## src/rtl/pc_sequencer.sv

```systemverilog
// Program-flow controller for the 9-bit core: owns the PC, the Start/Done
// handshake with the harness, the zero/negative flags and a saturating cycle counter.
module pc_sequencer #(
  parameter int PC_W      = 10,
  parameter int LAST_ADDR = 1023,
  parameter int CNT_W     = 16
) (
  input  logic             Clk,
  input  logic             Reset,
  input  logic             Start,
  input  logic             Halt,
  input  logic             AbsBranch,
  input  logic             RelBranch,
  input  logic             BranchFlag,
  input  logic             BranchInvert,
  input  logic [PC_W-1:0]  AbsTarget,
  input  logic [5:0]       RelOffset,
  input  logic             FlagWrite,
  input  logic             AluZero,
  input  logic             AluNeg,
  output logic [PC_W-1:0]  PC,
  output logic             Run,
  output logic             Done,
  output logic             ZeroFlag,
  output logic             NegFlag,
  output logic [CNT_W-1:0] CycleCount
);

  typedef enum logic [1:0] {
    S_IDLE = 2'd0,
    S_ARM  = 2'd1,
    S_RUN  = 2'd2,
    S_DONE = 2'd3
  } state_t;

  state_t           r_state;
  logic [PC_W-1:0]  r_pc;
  logic             r_done;
  logic             r_zero;
  logic             r_neg;
  logic [CNT_W-1:0] r_cnt;

  logic             w_cond;
  logic             w_at_last;
  logic [PC_W-1:0]  w_rel_ext;
  logic [PC_W-1:0]  w_pc_next;

  // Branch condition is taken from the registered flags, never the live ALU outputs.
  always_comb begin
    w_cond    = (BranchFlag ? r_neg : r_zero) ^ BranchInvert;
    w_at_last = (r_pc == PC_W'(LAST_ADDR));
    w_rel_ext = {{(PC_W-6){RelOffset[5]}}, RelOffset};
    w_pc_next = r_pc + PC_W'(1);
    if (AbsBranch && w_cond) begin
      w_pc_next = AbsTarget;
    end else if (RelBranch && w_cond) begin
      w_pc_next = r_pc + w_rel_ext;
    end
  end

  always_ff @(posedge Clk) begin
    if (Reset) begin
      r_state <= S_IDLE;
      r_pc    <= '0;
      r_done  <= 1'b0;
      r_zero  <= 1'b0;
      r_neg   <= 1'b0;
      r_cnt   <= '0;
    end else begin
      case (r_state)
        S_IDLE: begin
          if (Start) begin
            r_state <= S_ARM;
          end
        end
        S_ARM: begin
          r_pc   <= '0;
          r_done <= 1'b0;
          r_zero <= 1'b0;
          r_neg  <= 1'b0;
          r_cnt  <= '0;
          if (!Start) begin
            r_state <= S_RUN;
          end
        end
        S_RUN: begin
          if (r_cnt != '1) begin
            r_cnt <= r_cnt + CNT_W'(1);
          end
          if (Halt) begin
            r_state <= S_DONE;
            r_done  <= 1'b1;
          end else begin
            if (FlagWrite) begin
              r_zero <= AluZero;
              r_neg  <= AluNeg;
            end
            // The last instruction still completes; only the PC is frozen.
            if (w_at_last) begin
              r_state <= S_DONE;
              r_done  <= 1'b1;
            end else begin
              r_pc <= w_pc_next;
            end
          end
        end
        S_DONE: begin
          // Clear on the way into ARM so Done drops on ARM entry.
          if (Start) begin
            r_state <= S_ARM;
            r_pc    <= '0;
            r_done  <= 1'b0;
            r_zero  <= 1'b0;
            r_neg   <= 1'b0;
            r_cnt   <= '0;
          end
        end
        default: r_state <= S_IDLE;
      endcase
    end
  end

  assign PC         = r_pc;
  assign Run        = (r_state == S_RUN) && !Halt;
  assign Done       = r_done;
  assign ZeroFlag   = r_zero;
  assign NegFlag    = r_neg;
  assign CycleCount = r_cnt;

endmodule

```

## config.mk

```make
export PLATFORM = sky130hd
export DESIGN_NAME = pc_sequencer
export DESIGN_NICKNAME = d
export VERILOG_FILES = /design/src/rtl/pc_sequencer.sv
export SDC_FILE = /design/constraint.sdc
export NUM_CORES = 1
export LEC_CHECK = 0
export ABC_AREA = 1
export ABC_CLOCK_PERIOD_IN_PS = 2750
export CAP_MARGIN = 20
export CORE_ASPECT_RATIO = 0.6
export CORE_MARGIN = 1.5
export CORE_UTILIZATION = 42
export DETAILED_ROUTE_END_ITERATION = 12
export PLACE_DENSITY = 0.75
export SLEW_MARGIN = 10
export SYNTH_ARGS = -nofsm -noshare
export SYNTH_HDL_FRONTEND = slang
export SYNTH_SLANG_ARGS = --single-unit
```

## constraint.sdc

```tcl
create_clock -name Clk -period 2.75 [get_ports Clk]
set_clock_uncertainty 0.05 [all_clocks]
set_input_delay 0.55 -clock Clk [delete_from_list [all_inputs] [get_ports Clk]]
set_output_delay 0.55 -clock Clk [all_outputs]
set_load 0.02 [all_outputs]
```

**Yosys cells after proc, flatten, opt, wreduce, memory -nomap -nowiden**

Index checks and enable logic that the tools add are counted.

- Register bits after elaboration: 31
- Bits of input ports: 27
- Output and inout bits: 30
- Logic and storage cells: 60

- Add/sub/neg operators: 3
- Eq/ne operators: 13
- Mux-type cells: 25
- Bitwise operators: 1
- Reductions and logical operators: 12

Operators with widths:

| kind | count |
|---|---|
| two-way mux 10 bit | 5 |
| case mux 16 bit (3 select lines) | 1 |
| two-way mux 16 bit | 2 |
| case mux 10 bit (3 select lines) | 1 |
| adder 16 x 1 -> 16 bit (second input constant) | 1 |
| inequality test 16 bit (second input constant) | 1 |
| inequality test 2 bit (second input constant) | 6 |
| adder 10 x 1 -> 10 bit (second input constant) | 1 |
| adder 10 bit | 1 |
| == test 10 bit (second input constant) | 1 |
| case mux 1 bit (3 select lines) | 3 |
| AND reduction 3 bit | 3 |
| two-way mux 1 bit | 8 |
| two-way mux 2 bit | 4 |
| AND reduction 4 bit | 2 |
| case mux 2 bit (3 select lines) | 1 |
| == test 2 bit (second input constant) | 2 |
| logical AND 1 bit | 3 |
| inequality test 3 bit (second input constant) | 1 |
| nonzero test 3 bit | 1 |
| == test 2 x 1 -> 1 bit (second input constant) | 1 |
| logical NOT 2 bit | 1 |
| inequality test 2 x 1 -> 1 bit (second input constant) | 1 |
| OR reduction 2 bit | 1 |
| other kinds (2) | 2 |

**Depth between registers and ports, before layout**

Gate-level depths: netlist of the first run.

- Depth after elaboration: 8
- Gate-level depth with buffers: 20
- Mapped depth without buffers: 20

**Worst setup path before layout of the first run**

OpenSTA, ideal clock, no wires.

- Path kind: input to register
- Start: in BranchFlag
- End: reg r_pc[8] (netlist: PC[8])
- Library setup time: 0.126 ns
- Data arrival time: 2.611 ns
- Data required time: 2.574 ns
- Path slack: -0.037 ns
- Stages: 20
- Path buffers: 0
- Cell sequence: inv_1 > nand2_1 > nand3_2 > nand2_4 > nand2_1 > or2_2 > ha_1 > fa_1 > a21oi_1 > o21bai_1 > nand2_1 > nand2_1 > nand2_1 > nand2_1 > nand3_1 > nand2_1 > nand2_1 > nand3_1 > nand2_1 > a21oi_1

- Word-level cells in the longest chain between the ends: 8
- Elaborated cells between the ends (all ways): 9
- Classes of those cells: mux: 6; bitwise: 1; reduce/logical: 2

Ends and longest elaborated chain:

| element | RTL line | RTL |
|---|---|---|
| start, declared | 14 | `input logic BranchFlag,` |
| two-way mux 1 bit * | 50 | `w_cond = (BranchFlag ? r_neg : r_zero) ^ BranchInvert;` |
| XOR 1 bit * | 50 |  |
| logical AND 1 bit | 56 | `end else if (RelBranch && w_cond) begin` |
| two-way mux 10 bit | 56 |  |
| two-way mux 10 bit * | 54 | `if (AbsBranch && w_cond) begin` |
| two-way mux 10 bit * | 99 | `if (w_at_last) begin` |
| two-way mux 10 bit * | 90 | `if (Halt) begin` |
| case mux 10 bit (3 select lines) * | 70 | `case (r_state)` |
| end signal, assigned | 103 | `r_pc <= w_pc_next;` |
| end, declared | 37 | `logic [PC_W-1:0] r_pc;` |

Mark *: on every way between the ends. The rest lies on a longest branch, timed or not. The select of a mux whose other input is x is not followed.
A chain may end at the register's enable or synchronous reset.

**Worst setup path after layout of the first run**

- Start: in BranchFlag
- End: reg r_pc[9] (netlist: PC[9])

The elaborated chain is that of the path after synthesis.

==> impl_metrics.ini, run 1 <==
[synthesis]
postSynthAreaPerCell_um2 = 6.980
synth_simple_gate_area_share_pct = 36.62
synth_edf_count = 0
muxShareOfSynthArea_pct = 1.061
synthesis.area_um2 = 2122
yosys_warnings = 0
syn-num-nets = 342
ys.flop_type = dfxtp_1
async_reset_ff_share_pct = 0
synth_xor_xnor_area_share_pct = 2.476
synth-adder-area-share_pct = 6.840
ys_top_cells_by_area = dfxtp_1, nand2_1, inv_1, a21oi_1, ha_1
synth_compound_area_share_pct = 14.74
synth.largest_area_cell = dfxtp_1
synth_top_family_by_area = simple AND/OR/NAND/NOR gates
synth_seq_cells = 31
synth_top_area_share_pct = 29.25
ys_seq_area_share_pct = 29.25
syn_inst = 304
ys_types = 42

[final_layout]
fill_cells = 426
n_antenna_cell = 0
area_growth_pct = 41.16
drive_above_1_share_pct = 20.26
layout.nets = 417
stdcell_count = 443

[placed_design]
place.gp.congestion = 0.8365
io_buffer_count = 56
hpwl_mm = 4.665
place_ws_ns = -0.6276
placedCellCount = 435

[setup_path]
end_kind = flip-flop
r2r_setup_slack_ns = 0.24
path_max_fanout = 4
criticalPathCategory = input pin to flip-flop
r2r-start = NegFlag
worst_ep_arrival_time_ns = 2.72
worstSetupStartpointType = input pin
r2r_end = PC[9]
cp.required_ns = 2.92
r2r_cells = 20

[worst_hold_path]
hp-start = Done
min_to = Done
min_path_type = flip-flop to flip-flop
min_path_cells = 2

[cts]
clk_pin_slew_ns = 0.08
cts_tree = built
numCtsBuffers = 5
root_buffer = clkbuf_8
clk_path_buf_depth = 2
cts.htree.levels = 2
postCtsHoldBufs = 0
clkLatencyLatePin_ns = 0.29
clkSinkCount = 31

[routing]
wl_mm = 6.058
routed_via_density = 5.142
routedWlPerCell_um = 13.67
drt_iter0_drc = 167
post-route-drc-count = 0
final_antenna_net_count = 0
vias = 2278
first_pass_iters = 4

[floorplanning]
fp.dieH_um = 58.06
die-area_um2 = 5502
rows = 19
ios = 57
start_util_pct = 45.08
coreArea_um2 = 4707
fp.dieW_um = 94.77

[power_and_ir_drop]
peakVddDrop_uv = 356.1
leakage_nw = 1.234
power.density_nw_per_um2 = 563.6

[flow_run]
drv_cap = 0

[global_routing]
grt_overflow = 0
grt_first_pass_wirelength_mm = 9.466
track_usage_pct = 22.41
first_global_vias = 2010
grt_max_degree = 16
antenna_found_initial = 0

[timing]
relSlewSlack_pct = 68.17
worstMarginPinSlew_ns = 0.4763
period_minus_slack_ns = 2.551
hold_slack_ns = 0.4430
setup_viol = 0
hold_viol_final = 0
period_share_pct = 92.75
report.final.slew_viol_count = 0
fmax_ghz = 0.3921
setup_slack_ns = 0.1994

[run_status]
status = complete, no violations
## metal layers
layer / track usage [%] / wire (um) / vias up
met1: 33.47 / 3060 / 1050
met3: 4.987 / 337 / 7
met5: 0 / 0 / -
met2: 32.76 / 2616 / 70
li1: - / - / 1151
met4: 4.904 / 43 / 0
## per-stage QoR
stage / util (%) / setup TNS (ns) / area, um2 / total power (W)
floorplan: - / 0 / 2125 / 0.001035
global placement: 60.93 / -3.122 / 2868 / 0.001281
detailed placement: 60.93 / -3.540 / 2868 / 0.001293
CTS: 63.16 / 0 / 2973 / 0.001671
global route: 63.64 / -0.01482 / 2995 / 0.001791
finish: 63.64 / 0 / 2995 / 0.001688
## what timing repair did
action / 4_1_cts / 5_1_grt
setup buffers: 0 / 0
pin swaps: 2 / 3
setup endpoints to repair: 6 / 6
resized for setup: 10 / 12
## placed cells by master, fill, tap and decap left out, drive strengths merged, types with 2 or more instances in the layout
cell	count
nor2	37
xnor2	3
o211ai	5
a21oi	27
a31oi	2
ha	10
buf	16
clkinv	3
o21ai	13
nor3	5
nand3	28
dfxtp	31
clkbuf	7
mux2	2
nand4	7
nand2	69
inv	45
or2	3
o21bai	2
clkdlybuf4s50	53
xor2	3
## sequential cells by signal (all words and copies together), names as in the netlist
name	cells
CycleCount	16
Done	1
NegFlag	1
PC	10
ZeroFlag	1
r_state	2
## synthesized netlist by cell type, types with 3 or more instances
cell,instances
nand3_2,4
dfxtp_1,31
nor2_1,31
a21oi_1,25
nand2_1,60
nor2_4,5
inv_1,38
ha_1,10
o211ai_1,5
o21ai_0,4
nand4_1,6
nand2_2,7
nand3_1,22
nor3_1,4
o21ai_1,9
xnor2_1,3
inv_2,6
xor2_1,3
## final cells by class
cell class              count  area [um2]  share of cell area (%)
inverters                  46       175.2                   5.848
clock inverters             3       25.02                  0.8354
repair buffers             72       669.4                   22.35
flip-flops and latches     31       623.1                   20.80
multi-input cells         223        1355                   45.24
clock buffers               5       68.82                   2.297
well taps                  63       78.83                   2.632
## logic make-up (layout without fill, tap and decap cells)
family | count (synthesis) | after routing
simple gates | 151 | 151
flops | 31 | 31
fa+ha+maj | 11 | 11
compound gates | 53 | 53
mux | 2 | 2
buf+inv | 50 | 126
xor+xnor | 6 | 6
## power by group
group | switching (W) | total (W) | internal (W)
sequential | 0.0000577 | 0.000554 | 0.000496
combinational | 0.000457 | 0.000757 | 0.000300
clock | 0.000197 | 0.000378 | 0.000181
total | 0.000711 | 0.00169 | 0.000977
## worst max-delay path: stages
cell and delay [ns]:
clkbuf_2 0.11, inv_1 0.09, nand2_2 0.07, nand3_2 0.08, nand2_4 0.05, nand2_2 0.08
buf_4 0.14, nor2_1 0.04, ha_1 0.36, nand3_1 0.11, nand3_1 0.11, inv_1 0.06
o21ai_2 0.17, nand3_2 0.13, nor2_4 0.12, nand2_1 0.09, nand2_1 0.06, nand2_1 0.05
nand3_1 0.06, nand2_1 0.07, a21oi_2 0.11
## worst max-delay path by stage
stage | start | depth (start not counted) | endpoint
3_3_place_gp | BranchFlag | 21 | PC[8]
5_1_grt | BranchFlag | 21 | PC[9]
6_report | BranchFlag | 21 | PC[9]
2_1_floorplan | BranchFlag | 20 | PC[8]
3_5_place_dp | BranchFlag | 21 | PC[8]
4_1_cts | BranchInvert | 20 | PC[8]
Power figures use the tool's default switching activity.
==> run 2: changes to the inputs <==
--- a/config.mk
+++ b/config.mk
@@ -5,14 +5,13 @@
 export SDC_FILE = /design/constraint.sdc
 export NUM_CORES = 1
 export LEC_CHECK = 0
-export ABC_AREA = 1
 export ABC_CLOCK_PERIOD_IN_PS = 2750
 export CAP_MARGIN = 20
 export CORE_ASPECT_RATIO = 0.6
 export CORE_MARGIN = 1.5
 export CORE_UTILIZATION = 42
 export DETAILED_ROUTE_END_ITERATION = 12
-export PLACE_DENSITY = 0.75
+export PLACE_DENSITY = 0.76
 export SLEW_MARGIN = 10
 export SYNTH_ARGS = -nofsm -noshare
 export SYNTH_HDL_FRONTEND = slang
==> run 2 against run 1 <==
Clock-buffer cell count rose by 3; global-route usage grew 0.42 points; utilization rose by 3.4 points; critical endpoint is now PC[6]; first-iteration DRC count decreased by 7.8%; worst setup slack worse by 0.051 ns; wire length decreased by 13%; power down 17%; fmax fell by 1.9%; synthesized cell count down 28%; sequential cell count unchanged.
==> impl_metrics.ini, run 2 <==
[run_status]
status = complete, no violations

[final_layout]
layout_commonest_cell = clkdlybuf4s50_1
fill_cells = 362
largest_reg_flops = 16
layout_common_cells = clkdlybuf4s50_1, dfxtp_1, nor2_1
seqCellArea_um2 = 620.6
layout.nets = 340
n_antenna_cell = 0
multi_input_area_um2 = 1282
area_growth_pct = 48.01
drive_above_1_share_pct = 18.81

[synthesis]
yosys_warnings = 0
async_reset_ff_share_pct = 0
ys_types = 46
ys_top_cells_by_area = dfxtp_1, ha_1, xor2_1, nor2_1, xnor2_1
synth_edf_count = 0
synth_most_common_cell = dfxtp_1
ys.flop_type = dfxtp_1
synth.largest_area_cell = dfxtp_1
synth_seq_cells = 31
syn_inst = 220
syn-num-nets = 258
yosys-top-cells-count = dfxtp_1, nor2_1, nand3_1
ys_seq_area_share_pct = 32.35
synthesis.area_um2 = 1918
postSynthAreaPerCell_um2 = 8.719
synth_top_area_share_pct = 32.35

[cts]
cts_tree = built
numCtsBuffers = 5
cts.htree.levels = 2
clkLatencyLatePin_ns = 0.29
clkSinkCount = 31
root_buffer = clkbuf_8
clk_pin_slew_ns = 0.07
clk_path_buf_depth = 2

[power_and_ir_drop]
power.density_nw_per_um2 = 495.2
peakVddDrop_uv = 293.9
p_sw_w = 0.0004788
leakage_nw = 1.102
intPower_w = 0.0009270
p_clk_share_pct = 28.3
pwr-share-comb_pct = 35.3
seq_power_share_pct = 36.4
switching_share_pct = 34.06
finalPower_w = 0.001406

[timing]
hold_viol_final = 0
period_minus_slack_ns = 2.601
worstMarginPinSlew_ns = 0.6216
fmax_ghz = 0.3844
rsz0062_at_grt = false
report.final.slew_viol_count = 0
setup_tns_ns = 0
relSlewSlack_pct = 57.49
period_share_pct = 94.59
setup_viol = 0

[global_routing]
grt_overflow = 0
grt_max_degree = 17
grt_first_pass_wirelength_mm = 9.128
antenna_found_initial = 0
first_global_vias = 1799
track_usage_pct = 22.83

[setup_path]
timing.critical_path.buf_inv = 1
path_max_fanout = 5
end_kind = flip-flop
r2r_cells = 11
worstSetupStartpointType = input pin
cp.required_ns = 2.88
worst_ep_arrival_time_ns = 2.73
path_delay_family = compound AO/OA/AOI/OAI gates
cp_slowest_cell = clkdlybuf4s50_1
r2r_end = PC[6]
cpPeakStageDelay_ns = 0.57
worst-path-stages = 10
r2r-start = NegFlag
criticalPathCategory = input pin to flip-flop
critPathLaunch = RelBranch
path_cells = clkdlybuf4s50_1 -> nand3b_1 -> ha_2 -> fa_2 -> a21o_1 -> a21oi_2 -> o21bai_2 -> mux2i_1 -> xnor2_1 -> a31o_2
endpoint = PC[6]
r2r_setup_slack_ns = 0.22

[placed_design]
place.gp.congestion = 0.8553
hpwl_mm = 4.114
io_buffer_count = 56

[floorplanning]
ios = 57
rows = 18
coreArea_um2 = 4234
start_util_pct = 45.30
die-area_um2 = 4995
fp.dieW_um = 90.25
fp.dieH_um = 55.35

[routing]
wl_mm = 5.286
post-route-drc-count = 0
routedWlPerCell_um = 14.56
drt_iter0_drc = 154
routed_via_density = 5.325
final_antenna_net_count = 0
first_pass_iters = 4
vias = 1933

[worst_hold_path]
min_path_type = flip-flop to flip-flop

[flow_run]
drv_cap = 0
-- run 2: cell count changes in the layout (fill, tap and decap cells not counted), moves of 8 or more --
cell     delta
xor2_1     +10
buf_4       +8
inv_1      -30
nand2_1    -41
a21oi_1    -16
nand2_2    -12
-- run 2: layout make-up --
type                       count  share of cell area (%)
clock buffer                   8                   3.526
inverter                       7                  0.9255
tap                           60                   2.644
multi-input combinational    177                   45.17
sequential                    31                   21.86
timing repair buffer          80                   25.87
-- run 2: per-stage QoR --
step	instance area (um2)	utilization, %	setup slack [ns]	cells	hold slack (ns)
final	2839	67.05	0.1489	363	0.4481
after global placement	2729	64.45	-0.5134	354	0.4188
after global routing	2839	67.05	0.009603	363	0.4924
after detailed placement	2729	64.45	-0.5868	354	0.4360
after CTS	2838	67.02	0.01370	363	0.4526
after floorplan	1947	-	0.002027	220	0.4827
-- run 2: repair_timing --
| item | CTS | global route |
|---|---|---|
| setup buffers | 1 | 0 |
| hold buffers | 0 | 0 |
| gates resized for setup | 3 | 4 |
| cloned | 0 | 0 |
| pin swaps | 1 | 7 |
| setup endpoints to repair | 6 | 6 |
-- run 2: metal layers --
layer | routed length [um] | share of wire (%) | vias up | global-route usage, %
met2 | 2043 | 39 | 70 | 29.76
met4 | 31 | 0.59 | 0 | 7.029
met1 | 2877 | 54 | 889 | 35.63
met5 | 0 | 0 | - | 0
li1 | - | - | 969 | -
met3 | 333 | 6.3 | 5 | 5.647
-- run 2: worst min-delay path by stage --
| stage | to | slack [ns] | cells past startpoint | startpoint |
|---|---|---|---|---|
| after floorplan | r_state[1] | 0.48 | 2 | r_state[1] |
| after global placement | Done | 0.42 | 2 | Done |
| after detailed placement | Done | 0.44 | 2 | Done |
| after CTS | Done | 0.45 | 2 | Done |
| after global routing | PC[2] | 0.49 | 2 | PC[2] |
| final | Done | 0.45 | 2 | Done |
-- run 2: cells by family (layout without fill, tap and decap cells) --
family	after synthesis	count (layout)	share of synthesized area, %
compound gates	44	44	16.57
xor+xnor	22	22	10.05
fa+ha+maj	11	11	7.567
buf+inv	12	95	2.740
flops	31	31	32.36
mux	7	7	3.849
simple gates	93	93	26.88
-- run 2: tightest hold or removal path, cell delays in order (launching register included) --
cell	delay (ns)
dfxtp_1	0.35
a21oi_1	0.05
nor2_1	0.07
-- run 2: power groups by stage --
stage | logic, W | registers, W | clock network (W)
2_1_floorplan | 0.000273 | 0.000533 | 0
3_3_place_gp | 0.000484 | 0.000518 | 0
3_5_place_dp | 0.000492 | 0.000520 | 0
4_1_cts | 0.000496 | 0.000510 | 0.000405
5_1_grt | 0.000554 | 0.000514 | 0.000428
6_report | 0.000496 | 0.000512 | 0.000398
